<file path="src/rtl/led_display_arbiter.sv">
// Two-client arbiter for a six-digit LED display: round-robin ownership with a minimum dwell.
// Optional blink gating of the enable masks is compiled in with LED_DISPLAY_ARBITER_BLINK_EN.
module led_display_arbiter #(
  parameter int CLK_RATE_HZ = 50000000,
  parameter int DWELL_MS    = 1000,
  parameter int BLINK_HZ    = 2
) (
  input  logic        clk,
  input  logic        reset,
  input  logic [1:0]  req,
  input  logic [23:0] req0_data,
  input  logic [23:0] req1_data,
  input  logic [5:0]  req0_digit_mask,
  input  logic [5:0]  req1_digit_mask,
  input  logic [5:0]  req0_dp_mask,
  input  logic [5:0]  req1_dp_mask,
`ifdef LED_DISPLAY_ARBITER_BLINK_EN
  input  logic [1:0]  req_blink,
`endif
  output logic [1:0]  grant,
  output logic [23:0] data,
  output logic [5:0]  digit_enable_mask,
  output logic [5:0]  decimal_point_enable_mask
);

  localparam int DWELL_CYCLES = CLK_RATE_HZ / 1000 * DWELL_MS;
  localparam int BLINK_HALF   = CLK_RATE_HZ / (2 * BLINK_HZ);
  localparam int DW = (DWELL_CYCLES > 1) ? $clog2(DWELL_CYCLES) : 1;

  // State codes double as the grant vector.
  localparam logic [1:0] IDLE = 2'b00;
  localparam logic [1:0] OWN0 = 2'b01;
  localparam logic [1:0] OWN1 = 2'b10;

  localparam logic [DW-1:0] DWELL_LOAD = DW'(DWELL_CYCLES - 1);

  if (DWELL_CYCLES < 1 || BLINK_HALF < 1) begin : g_param_check
    $error("led_display_arbiter: DWELL_CYCLES and BLINK_HALF must be at least 1");
  end

  logic [1:0]    state_q, state_d;
  logic [DW-1:0] dwell_q, dwell_d;
  logic          last_owner_q, last_owner_d;
  logic [23:0]   data_q, data_d;
  logic [5:0]    digit_q, digit_d;
  logic [5:0]    dp_q, dp_d;

  logic [1:0][23:0] cl_data;
  logic [1:0][5:0]  cl_digit;
  logic [1:0][5:0]  cl_dp;
  logic [1:0][23:0] data_sel;
  logic [1:0][5:0]  digit_sel;
  logic [1:0][5:0]  dp_sel;
  logic [1:0]       blank;

  assign cl_data  = {req1_data, req0_data};
  assign cl_digit = {req1_digit_mask, req0_digit_mask};
  assign cl_dp    = {req1_dp_mask, req0_dp_mask};

`ifdef LED_DISPLAY_ARBITER_BLINK_EN
  localparam int BW = (BLINK_HALF > 1) ? $clog2(BLINK_HALF) : 1;
  localparam logic [BW-1:0] BLINK_LAST = BW'(BLINK_HALF - 1);

  logic [BW-1:0] blink_cnt_q, blink_cnt_d;
  logic          blink_phase_q, blink_phase_d;

  always_comb begin
    blink_cnt_d   = blink_cnt_q + BW'(1);
    blink_phase_d = blink_phase_q;
    if (blink_cnt_q == BLINK_LAST) begin
      blink_cnt_d   = '0;
      blink_phase_d = ~blink_phase_q;
    end
  end

  always_ff @(posedge clk) begin
    if (!reset) begin
      blink_cnt_q   <= '0;
      blink_phase_q <= 1'b0;
    end else begin
      blink_cnt_q   <= blink_cnt_d;
      blink_phase_q <= blink_phase_d;
    end
  end

  // Gate with the phase that will be registered alongside the masks.
  assign blank = req_blink & {2{blink_phase_d}};
`else
  assign blank = 2'b00;
`endif

  // Per-client contribution; at most one is nonzero because state_d is one-hot-or-zero.
  for (genvar gi = 0; gi < 2; gi++) begin : g_client
    assign data_sel[gi]  = state_d[gi] ? cl_data[gi] : 24'h0;
    assign digit_sel[gi] = (state_d[gi] && !blank[gi]) ? cl_digit[gi] : 6'h0;
    assign dp_sel[gi]    = (state_d[gi] && !blank[gi]) ? cl_dp[gi] : 6'h0;
  end

  assign data_d  = data_sel[0]  | data_sel[1];
  assign digit_d = digit_sel[0] | digit_sel[1];
  assign dp_d    = dp_sel[0]    | dp_sel[1];

  always_comb begin
    state_d      = state_q;
    last_owner_d = last_owner_q;
    dwell_d      = (dwell_q != '0) ? dwell_q - DW'(1) : dwell_q;

    case (state_q)
      IDLE: begin
        if (req == 2'b01)      state_d = OWN0;
        else if (req == 2'b10) state_d = OWN1;
        else if (req == 2'b11) state_d = last_owner_q ? OWN0 : OWN1;
      end
      OWN0: begin
        if (!req[0])                        state_d = req[1] ? OWN1 : IDLE;
        else if (dwell_q == '0 && req[1])   state_d = OWN1;
      end
      OWN1: begin
        if (!req[1])                        state_d = req[0] ? OWN0 : IDLE;
        else if (dwell_q == '0 && req[0])   state_d = OWN0;
      end
      default: state_d = IDLE;
    endcase

    if (state_d != state_q) begin
      if (state_d == OWN0) begin
        dwell_d      = DWELL_LOAD;
        last_owner_d = 1'b0;
      end else if (state_d == OWN1) begin
        dwell_d      = DWELL_LOAD;
        last_owner_d = 1'b1;
      end
    end
  end

  always_ff @(posedge clk) begin
    if (!reset) begin
      state_q      <= IDLE;
      dwell_q      <= '0;
      last_owner_q <= 1'b1;
      data_q       <= '0;
      digit_q      <= '0;
      dp_q         <= '0;
    end else begin
      state_q      <= state_d;
      dwell_q      <= dwell_d;
      last_owner_q <= last_owner_d;
      data_q       <= data_d;
      digit_q      <= digit_d;
      dp_q         <= dp_d;
    end
  end

  assign grant                     = state_q;
  assign data                      = data_q;
  assign digit_enable_mask         = digit_q;
  assign decimal_point_enable_mask = dp_q;

endmodule

</file>
<file path="config.mk">
export PLATFORM = sky130hd
export DESIGN_NAME = led_display_arbiter
export DESIGN_NICKNAME = d
export VERILOG_FILES = /design/src/rtl/led_display_arbiter.sv
export SDC_FILE = /design/constraint.sdc
export NUM_CORES = 1
export LEC_CHECK = 0
export ABC_AREA = 1
export BUFFER_PORTS_ARGS = -buffer_cell sky130_fd_sc_hd__buf_2
export CAP_MARGIN = 20
export CORE_ASPECT_RATIO = 2
export CORE_MARGIN = 3
export CORE_UTILIZATION = 49
export DETAILED_ROUTE_END_ITERATION = 6
export GPL_TIMING_DRIVEN = 0
export PLACE_DENSITY = 0.83
export SKIP_CTS_REPAIR_TIMING = 1
export SLEW_MARGIN = 10
export SYNTH_ARGS = -nofsm -noshare
export SYNTH_HDL_FRONTEND = slang
export SYNTH_SLANG_ARGS = --single-unit
</file>
<file path="constraint.sdc">
create_clock -name clk -period 3.1 [get_ports clk]
set_input_delay 0.465 -clock clk [delete_from_list [all_inputs] [get_ports clk]]
set_output_delay 0.465 -clock clk [all_outputs]
set_load 0.05 [all_outputs]
</file>
==> run summary <==
Crit path max-delay family: simple AND/OR/NAND/NOR gates
core footprint: 6056 sq um
DR vias: 3037
syn_nets: 483
WHS Endpoint: data[12]
wire per inst: 13.00 microns
post-route clock period utilization: 0.8247
clock skew: 0.006366 ns
most common cell after layout, fill and taps aside: nand2_1
placed wire-length estimate: 6.188 mm
syn avg cell area: 7.722 sq um
Synth async-reset ratio: 0
crit path time final: 2.556 ns
I/O pin total: 114
Worst setup SP type: flip-flop
RePlAce Congestion: 0.9233
Yosys reg bits: 65
cts bufs inserted: 9
CP Data Arrival Time: 2.74 ns
pre-CTS setup slack: 0.5636 ns
Cell variety after synth: 37
Max Cap Viol: 0
worst skew pair latency: 0.33 ns
largest net degree at the start of global routing: 12
max-slew violation count: 0
Worst R2R Start: dwell_q[0]
reg2reg end: dwell_q[22]
hold path start: req0_data[12]
flop-to-flop setup slack: 0.54 ns
initial antenna violation count: 0
DRC: 0
Worst-Margin Slew: 0.7126 ns
Worst Path Class, Setup: reg -> reg
Clock Sink Count: 65
final setup vio count: 0
Fillers: 486
Final WS setup: 0.5435 ns
clk root buf: clkbuf_16
Post-DRT Antenna Nets: 0
achievable clock frequency: 391.2 MHz
port buffer count: 113
Antenna diodes: 0
cell area after layout: 4130 sq um
power per cell area: 1046 nW/um^2
htree depth: 3
hold depth: 3
CTS Buffer Depth: 2
die height: 118.6 microns
DP Area: 3775 sq um
clock transition at the registers of the reported paths: 0.05 ns
CP max stage cell: dfxtp_1
HP Class: in -> reg
VDD IR max: 0.0005686 V
YS warnings: 0
Leakage: 2.149 nW
number of DRC markers in iteration 0: 127
share of cells above drive strength 1: 0.3333
Main synth FF type: dfxtp_1
CP Buf/Inv Count: 3
drt via density: 4.938
row cnt: 40
Die X: 62.28 microns
setup TNS: 0 ns
Syn-to-layout area delta: 33.05%
Post-layout nets: 607
Worst EP required: 3.28 ns
unrepaired setup endpoints after global routing: no
Core Util, Final: 0.6820
Post-synth EDFFs: 0
FF-to-FF path depth: 14
starting density of the core: 0.5126
Max-slew headroom: 0.5249
Hold Fails Final Rpt: 0
vias in the first global route: 3028
commonest cells after routing, fill and taps aside: nand2_1 (143), buf_2 (113), dfxtp_1 (65)
synthesized cell area: 3104 sq um
crit-path max FO: 10
CTS tree: built
status: finished, final reports clean
post-synthesis sequential area ratio: 0.4192
Die Area: 7384 sq um
Detailed Route WL: 7.997 mm
CP max stage delay: 0.35 ns
GRT Util Overall: 0.2197
CP endpoint kind: flip-flop
Post-Syn Instances: 402
grt ovf: 0
global-route wire length before repair: 12.78 mm
First-pass DRT Iterations: 4
crit-path cells: inv_1, ha_1, nand3_1, nor2_2, nand4_1, nand2_1, inv_1, nand2_1, nand3_2, ha_1, or2_2, nand2_8, buf_12, a21oi_2
cells in the mapped netlist, types with 2 or more instances:
cell type,instances,area (sq um)
nor4_1,2,12.51
a22oi_1,3,22.52
nand2_4,2,22.52
nand2_1,143,536.8
a21oi_2,10,87.58
clkinv_1,2,7.510
buf_6,6,67.56
o21ai_0,3,15.01
nor3_1,12,60.06
inv_1,28,105.1
xor2_1,11,96.34
nor2_2,3,18.77
ha_1,5,62.56
nor2_1,37,138.9
or2_2,3,18.77
nor2_4,5,56.30
xnor2_1,6,52.55
nand3_1,12,60.06
nand3_2,3,30.03
a21oi_1,14,70.07
dfxtp_1,65,1301
nand4_1,5,31.28
nand2_8,2,40.04
nand2_2,7,43.79
cell type report:
type / instances / area [sq um] / area share
Timing Repair Buffer: 113 / 565.5 / 0.1369
Clock buffer: 12 / 256.5 / 0.06210
Sequential cell: 65 / 1301 / 0.3151
Clock inverter: 4 / 98.84 / 0.02393
Inverter: 32 / 122.6 / 0.02969
Buffer: 8 / 91.34 / 0.02211
Tap cell: 84 / 105.1 / 0.02545
Multi-Input combinational cell: 297 / 1589 / 0.3847
through the flow:
| step | hold WS, ns | total power, mW | instances |
|---|---|---|---|
| after detailed placement | 0.4897 | 3.104 | 599 |
| after global routing | 0.3223 | 4.556 | 615 |
| final | 0.3207 | 4.321 | 615 |
| after global placement | 0.4899 | 3.054 | 599 |
| after floorplan | 0.4283 | 2.699 | 402 |
| after CTS | 0.3153 | 4.324 | 615 |
registers in the layout, indices dropped and copies added (netlist names):
| signal | flops |
|---|---|
| last_owner_q | 1 |
| digit_enable_mask | 6 |
| decimal_point_enable_mask | 6 |
| dwell_q | 26 |
| grant | 2 |
| data | 24 |
worst max-delay path by stage:
stage	slack [ns]	end	cells after the start	startpoint
2_1_floorplan	0.68	dwell_q[12]	11	grant[0]
3_3_place_gp	0.61	dwell_q[19]	14	dwell_q[0]
3_5_place_dp	0.56	dwell_q[13]	14	dwell_q[0]
4_1_cts	0.55	dwell_q[13]	13	dwell_q[0]
5_1_grt	0.33	dwell_q[13]	14	dwell_q[0]
6_report	0.54	dwell_q[22]	14	dwell_q[0]
report_power, final:
group	total [mW]	leakage, nW	internal [mW]	switching [mW]
Clock	1.19	0.173	0.830	0.357
Sequential	1.24	0.538	1.06	0.177
Combinational	1.89	1.44	0.621	1.27
Total	4.32	2.15	2.51	1.81
tightest hold or removal path: stages:
cell and delay, ns:
buf_2 0.07, nand2_1 0.04, nand2_1 0.04
metal layers:
layer	vias up	track usage	share of wire
met1	1334	0.1785	0.32
li1	1521	-	-
met2	145	0.4392	0.56
met3	37	0.06749	0.075
met4	0	0.1286	0.044
met5	-	0	0
kinds of logic (layout without fill, tap and decap cells):
| family | after synthesis | after routing | share of synthesized area |
|---|---|---|---|
| AOI/OAI and AO/OA | 34 | 34 | 0.07940 |
| buffers and inverters | 40 | 169 | 0.06892 |
| DFF | 65 | 65 | 0.4192 |
| and+or+nand+nor | 241 | 241 | 0.3644 |
| adders and majority gates | 5 | 5 | 0.02015 |
| xor gates and xnor gates | 17 | 17 | 0.04796 |
No activity file was read; power rests on OpenSTA's default activity.
